File: src/rtl/rslt_hex_display.sv
// Converts a 10-bit binary result into four 7-segment digits with a
// shift-and-add-3 converter that only runs when the captured value changes.
module rslt_hex_display #(
    parameter bit BLANK_LZ = 1'b0
) (
    input  logic       clk,
    input  logic       reset,
    input  logic [9:0] value,
    output logic [6:0] hex0,
    output logic [6:0] hex1,
    output logic [6:0] hex2,
    output logic [6:0] hex3,
    output logic       busy,
    output logic       valid
);

    typedef enum logic [1:0] {IDLE, SHIFT, DONE} state_t;

    state_t      state;
    logic [9:0]  cap_reg;
    logic [9:0]  shift;
    logic [15:0] bcd;
    logic [15:0] bcd_adj;
    logic [3:0]  count;
    logic [3:0]  dig0, dig1, dig2, dig3;
    logic        primed;

    always_comb begin
        bcd_adj = bcd;
        for (int i = 0; i < 4; i++) begin
            if (bcd[4*i +: 4] >= 4'd5) begin
                bcd_adj[4*i +: 4] = bcd[4*i +: 4] + 4'd3;
            end
        end
    end

    // Digit registers are only written in DONE, so partial BCD never reaches the segments.
    always_ff @(posedge clk) begin
        if (reset) begin
            state   <= IDLE;
            cap_reg <= '0;
            shift   <= '0;
            bcd     <= '0;
            count   <= '0;
            dig0    <= '0;
            dig1    <= '0;
            dig2    <= '0;
            dig3    <= '0;
            primed  <= 1'b0;
            busy    <= 1'b0;
            valid   <= 1'b0;
        end else begin
            case (state)
                IDLE: begin
                    if (!primed || (value != cap_reg)) begin
                        cap_reg <= value;
                        shift   <= value;
                        bcd     <= '0;
                        count   <= '0;
                        busy    <= 1'b1;
                        valid   <= 1'b0;
                        state   <= SHIFT;
                    end
                end
                SHIFT: begin
                    {bcd, shift} <= {bcd_adj[14:0], shift, 1'b0};
                    count        <= count + 4'd1;
                    if (count == 4'd9) begin
                        state <= DONE;
                    end
                end
                DONE: begin
                    dig0   <= bcd[3:0];
                    dig1   <= bcd[7:4];
                    dig2   <= bcd[11:8];
                    dig3   <= bcd[15:12];
                    primed <= 1'b1;
                    valid  <= 1'b1;
                    busy   <= 1'b0;
                    state  <= IDLE;
                end
                default: state <= IDLE;
            endcase
        end
    end

    function automatic logic [6:0] seg7(input logic [3:0] d);
        case (d)
            4'd0:    seg7 = 7'b1000000;
            4'd1:    seg7 = 7'b1111001;
            4'd2:    seg7 = 7'b0100100;
            4'd3:    seg7 = 7'b0110000;
            4'd4:    seg7 = 7'b0011001;
            4'd5:    seg7 = 7'b0010010;
            4'd6:    seg7 = 7'b0000010;
            4'd7:    seg7 = 7'b1111000;
            4'd8:    seg7 = 7'b0000000;
            4'd9:    seg7 = 7'b0010000;
            default: seg7 = 7'b1111111;
        endcase
    endfunction

    // A digit is a leading zero only if it and every more significant digit are zero.
    logic blank3, blank2, blank1;
    assign blank3 = BLANK_LZ && (dig3 == 4'd0);
    assign blank2 = blank3 && (dig2 == 4'd0);
    assign blank1 = blank2 && (dig1 == 4'd0);

    assign hex0 = seg7(dig0);
    assign hex1 = blank1 ? 7'b1111111 : seg7(dig1);
    assign hex2 = blank2 ? 7'b1111111 : seg7(dig2);
    assign hex3 = blank3 ? 7'b1111111 : seg7(dig3);

endmodule
File: config.mk
export PLATFORM = sky130hd
export DESIGN_NAME = rslt_hex_display
export DESIGN_NICKNAME = d
export VERILOG_FILES = /design/src/rtl/rslt_hex_display.sv
export SDC_FILE = /design/constraint.sdc
export NUM_CORES = 1
export LEC_CHECK = 0
export BUFFER_PORTS_ARGS = -buffer_cell sky130_fd_sc_hd__buf_2
export CAP_MARGIN = 20
export CELL_PAD_IN_SITES_DETAIL_PLACEMENT = 0
export CELL_PAD_IN_SITES_GLOBAL_PLACEMENT = 1
export CORE_ASPECT_RATIO = 0.8
export CORE_MARGIN = 10
export CORE_UTILIZATION = 46
export DETAILED_ROUTE_END_ITERATION = 10
export GPL_ROUTABILITY_DRIVEN = 0
export PLACE_DENSITY_LB_ADDON = 0.1
export SLEW_MARGIN = 5
export SYNTH_ARGS = -nofsm -noshare
export SYNTH_HDL_FRONTEND = slang
export SYNTH_SLANG_ARGS = --single-unit
File: constraint.sdc
create_clock -name clk -period 2.7 [get_ports clk]
set_input_delay 0.405 -clock clk [delete_from_list [all_inputs] [get_ports clk]]
set_output_delay 0.405 -clock clk [all_outputs]
set_load 0.01 [all_outputs]
# --- Yosys cells after proc, flatten, opt, wreduce, memory -nomap -nowiden ---
# Memories as Yosys holds them, arrays and structs flattened. A register that Yosys moved wholly into a read port is not among the register bits.
# Index checks and enable logic that the tools add are counted.
op_classes:
  muxes: 25
  addsub: 5
  order_cmp: 4
  n_reduce_logical: 9
  eq_ne: 6
op_table:
  columns: ["cell", "n"]
  rows:
  - ["$mux W4", 12]
  - ["$pmux W16 S2", 1]
  - ["$pmux W10 S2", 1]
  - ["$ge A4 B3 Y1 const B", 4]
  - ["$mux W16", 1]
  - ["$add A4 B2 Y4 const B", 3]
  - ["$mux W10", 1]
  - ["$ne A10 B10 Y1", 1]
  - ["$pmux W4 S2", 1]
  - ["$reduce_and A2 Y1", 4]
  - ["$add A4 B1 Y4 const B", 1]
  - ["$eq A4 B4 Y1 const B", 1]
  - ["$mux W2", 2]
  - ["$ne A2 B2 Y1 const B", 2]
  - ["$pmux W1 S2", 2]
  - ["$pmux W2 S2", 1]
  - ["$reduce_bool A2 Y1", 2]
  - ["$add A3 B2 Y3 const B", 1]
  - ["$mux W3", 1]
  - ["$eq A2 B1 Y1 const B", 1]
  - ["$eq A2 B2 Y1 const B", 1]
  - ["$logic_not A2 Y1", 1]
  - ["$mux W1", 2]
  - ["$logic_not A1 Y1", 1]
  - ["$logic_or A1 B1 Y1", 1]
word_totals:
  output_inout_bits: 30
  inputBits: 12
  rom_bits: 448
  ff_bits: 61
  mem_count: 4
mem_list:
  columns: ["name", "depth", "word_bits", "rd", "rd_clocked_by_memory_dff", "write_ports", "line_no", "text"]
  rows:
  - ["(no name shown)", 16, 7, 1, 1, 0, "88", "case (d)"]
  - ["(no name shown)", 16, 7, 1, 1, 0, "88", null]
  - ["(no name shown)", 16, 7, 1, 1, 0, "88", null]
  - ["(no name shown)", 16, 7, 1, 1, 0, "88", null]

# --- Logic depth before layout (Yosys ltp) ---
logic_depth:
  ltp_word: 4
  depth_mapped: 10

# --- Worst setup path after synthesis ---
# No wires, ideal clock.
synth_timing:
  kind: "reg-to-reg"
  startpoint: "reg state[1]"
  endpoint: "reg, netlist name hex2[5]"
  n_path_buf: 2
  stages_incl_launch_ff: 11
  slack_ns: 0.843
  required_time_ns: 2.630
  t_arrival_ns: 1.787
  cell_sequence: "dfxtp_1 nor2b_4 buf_12 buf_12 mux2i_1 nor2_1 inv_1 ha_1 o21ai_0 o31ai_1 a21oi_1"
synth_between:
  elab_chain_len: 3
synth_lines:
  columns: ["item", "line_no", "text"]
  rows:
  - ["start: declaration", "19", "state_t state;"]
  - ["start signal: assignment", "40", "state <= IDLE;"]
  - ["start signal: assignment", "62", "state <= SHIFT;"]
  - ["start signal: assignment", "69", "state <= DONE;"]
  - ["$eq A2 B2 Y1", "53", "case (state)"]
  - ["$mux W4 (no source line) (2 in series)", null, null]
# Every way passes these cells.
# A chain may end at the register's enable or synchronous reset.

# --- Final worst setup path ---
layout_timing:
  startpoint: "reg state[1]"
  endpoint: "reg, netlist name hex3[5]"
layout_between:
  elab_chain_len: 3
layout_lines:
  columns: ["item", "line_no"]
  rows:
  - ["$eq A2 B2 Y1", "53"]
  - ["$mux W4 (no source line) (2 in series)", null]
# Every way passes these cells.

==> impl_metrics.yaml <==
outcome:
  status: "completed"
sta:
  finalSetupViolCount: 0
  finClkSkew_ps: 5.93
  rsz0062_at_grt: "false"
  final-max-slew-violation-count: 0
  max_slew_margin_pct: 50.5
  hold_viol_final: 0
  period_needed_ps: 2180
  worstMarginPinSlew_ps: 742
  final.period_utilization_pct: 80.6
  fmax_mhz: 460
  tns_ps: 0
grt:
  grt_usage_pct: 12.5
  grt_pass1_vias: 2919
  antenna_found_initial: 0
  grt_pass1_wl_mm: 14.0
  overflow: 0
  grt_max_degree: 37
floorplanning:
  die_y_microns: 106
  row_count: 31
  die-width_microns: 127
  start_util_pct: 46.9
  io_pins: 42
  fp.coreArea_sq_um: 9000
  dieArea_sq_um: 13400
cts:
  post_cts_resized: 0
  clockBufferDepth: 2
  h-tree-depth: 3
  clk_pin_slew_ps: 60
  post-cts-setup-buffers: 0
  root_buffer: "clkbuf_16"
  cts_hold_buf: 0
  cts_buffers: 9
  worstSkewPairLatency_ps: 340
  cts_tree: "done"
  cts_sinks: 89
finish:
  drive_above_1_share_pct: 21.4
  largest_reg_flops: 16
  fin_nets: 523
  antenna_cells: 0
  synthToLayoutAreaGrowth_pct: 14.1
  fin_cells: 601
  final_core_util_pct: 53.5
placed_design:
  dp.cells: 585
  io_buffers: 41
  post-dp-hpwl_mm: 5.94
worst_setup_path:
  critPathArrivalTime_ps: 2390
  critical_path_class: "register to register"
  path_max_fanout: 8
  slowest_delay_ps: 410
  cp-end-kind: "register"
  critical_path_required_ps: 2910
  worstSetupStartpointType: "register"
  crit_chain: "nor2b_4 -> buf_4 -> mux2i_1 -> or2_1 -> clkinv_2 -> nor3_2 -> a21oi_1"
  crit_slowest_cell: "dfxtp_1"
logic_synthesis:
  ys_ff_latch: 89
  yosysTopAreaCell: "dfxtp_1"
  yosysMostFrequentCell: "dfxtp_1"
  synthTopCellsByCount: "dfxtp_1 (89), nor2_1 (60), a21oi_1 (35)"
  synth_top_area_share_pct: 42.3
  synth_ff_type: "dfxtp_1"
  ys_types: 49
  synth_edf_count: 0
  synth-warning-count: 0
  synth.avg_cell_area_sq_um: 9.60
  synthTopCellsByArea: "dfxtp_1 (42%), ha_1 (8.9%), mux2i_1 (7.4%)"
  synthArstFlopShare_pct: 0
  synthCells: 439
  syn-num-nets: 481
  yosysSeqAreaShare_pct: 42.3
  synth_area_sq_um: 4220
drt:
  drtAntennaViolNets: 0
  dr.pass1.iters: 4
  routed_wl_mm: 8.35
  wl_per_cell_microns: 13.9
  vias: 3035
  viasPerCell: 5.05
  drc: 0
  drt_iter0_markers: 162
flow_run:
  maxCapViolations: 0
power:
  p_leak_uw: 0.00200
  irDropWorstVdd_mv: 0.376
  power_per_cell_area_nw_per_um2: 562
worst_hold_path:
  hp-class: "primary input to register"
==> worst paths after layout <==
kind	start	end	slack (ps)	depth (start not counted)
worst max-delay path	state[1]$_SDFFE_PP0P_	hex3[5]$_DFF_P_	520	7
worst min-delay path	value[9]	cap_reg[9]$_SDFFE_PP0P_	340	3
worst max register to register	state[1]$_SDFFE_PP0P_	hex3[5]$_DFF_P_	520	7
worst min register to register	valid$_SDFFE_PP0P_	valid$_SDFFE_PP0P_	460	2
==> power breakdown <==
part	total [uW]	internal (uW)	switching, uW
Clock	1230	740	492
Sequential	1350	1340	15.0
Combinational	121	47.6	73.6
==> per-stage QoR <==
step | total power (uW) | instance area (sq um) | worst slack, ps | hold slack, ps
floorplan | 1460 | 4220 | 843 | 439
finish | 2710 | 4810 | 525 | 343
global route | 2810 | 4810 | 261 | 344
global placement | 1500 | 4520 | 565 | 459
CTS | 2740 | 4810 | 495 | 332
detailed placement | 1500 | 4520 | 502 | 465
==> cell families after synthesis <==
kind of cell	count (synthesis)	share of synthesized area, %
xor+xnor	18	3.74
buf+inv	52	5.67
compound gates	95	16.0
flops	89	42.3
fa+ha+maj	30	8.90
mux	42	10.5
simple gates	113	12.9
==> area by class of cell <==
class,instances,area (sq um)
Clock inverter,3,40.0
Timing Repair Buffer,49,265
Clock buffer,13,250
Sequential cell,89,1780
Inverter,34,129
Multi-Input combinational cell,298,2200
Tap cell,115,144
Fill cell,851,4190
==> placed cells by master, fill, tap and decap left out, drive strengths merged, types with 5 or more instances in the layout <==
| cell | n |
|---|---|
| mux2 | 8 |
| dfxtp | 89 |
| o21ai | 20 |
| nand2 | 14 |
| mux2i | 34 |
| ha | 30 |
| or2 | 5 |
| a21oi | 37 |
| buf | 49 |
| inv | 33 |
| o32ai | 14 |
| xnor2 | 18 |
| nor3 | 18 |
| nor2 | 64 |
| clkbuf | 13 |
==> per-layer routing <==
layer | track usage [%] | vias to the layer above | part of all wire [%]
met5 | 0 | - | 0
met4 | 3.90 | 0 | 0.87
met3 | 4.61 | 7 | 3.6
met2 | 18.3 | 33 | 43
met1 | 16.7 | 1400 | 52
li1 | - | 1595 | -
==> worst max-delay path, delay by kind of cell, from the launching register on <==
kind / cells / cell delay, ps
compound gates: 1 / 60
buf+inv: 2 / 400
flops: 1 / 410
mux: 1 / 260
simple gates: 3 / 910
(Power assumes the default switching activity.)
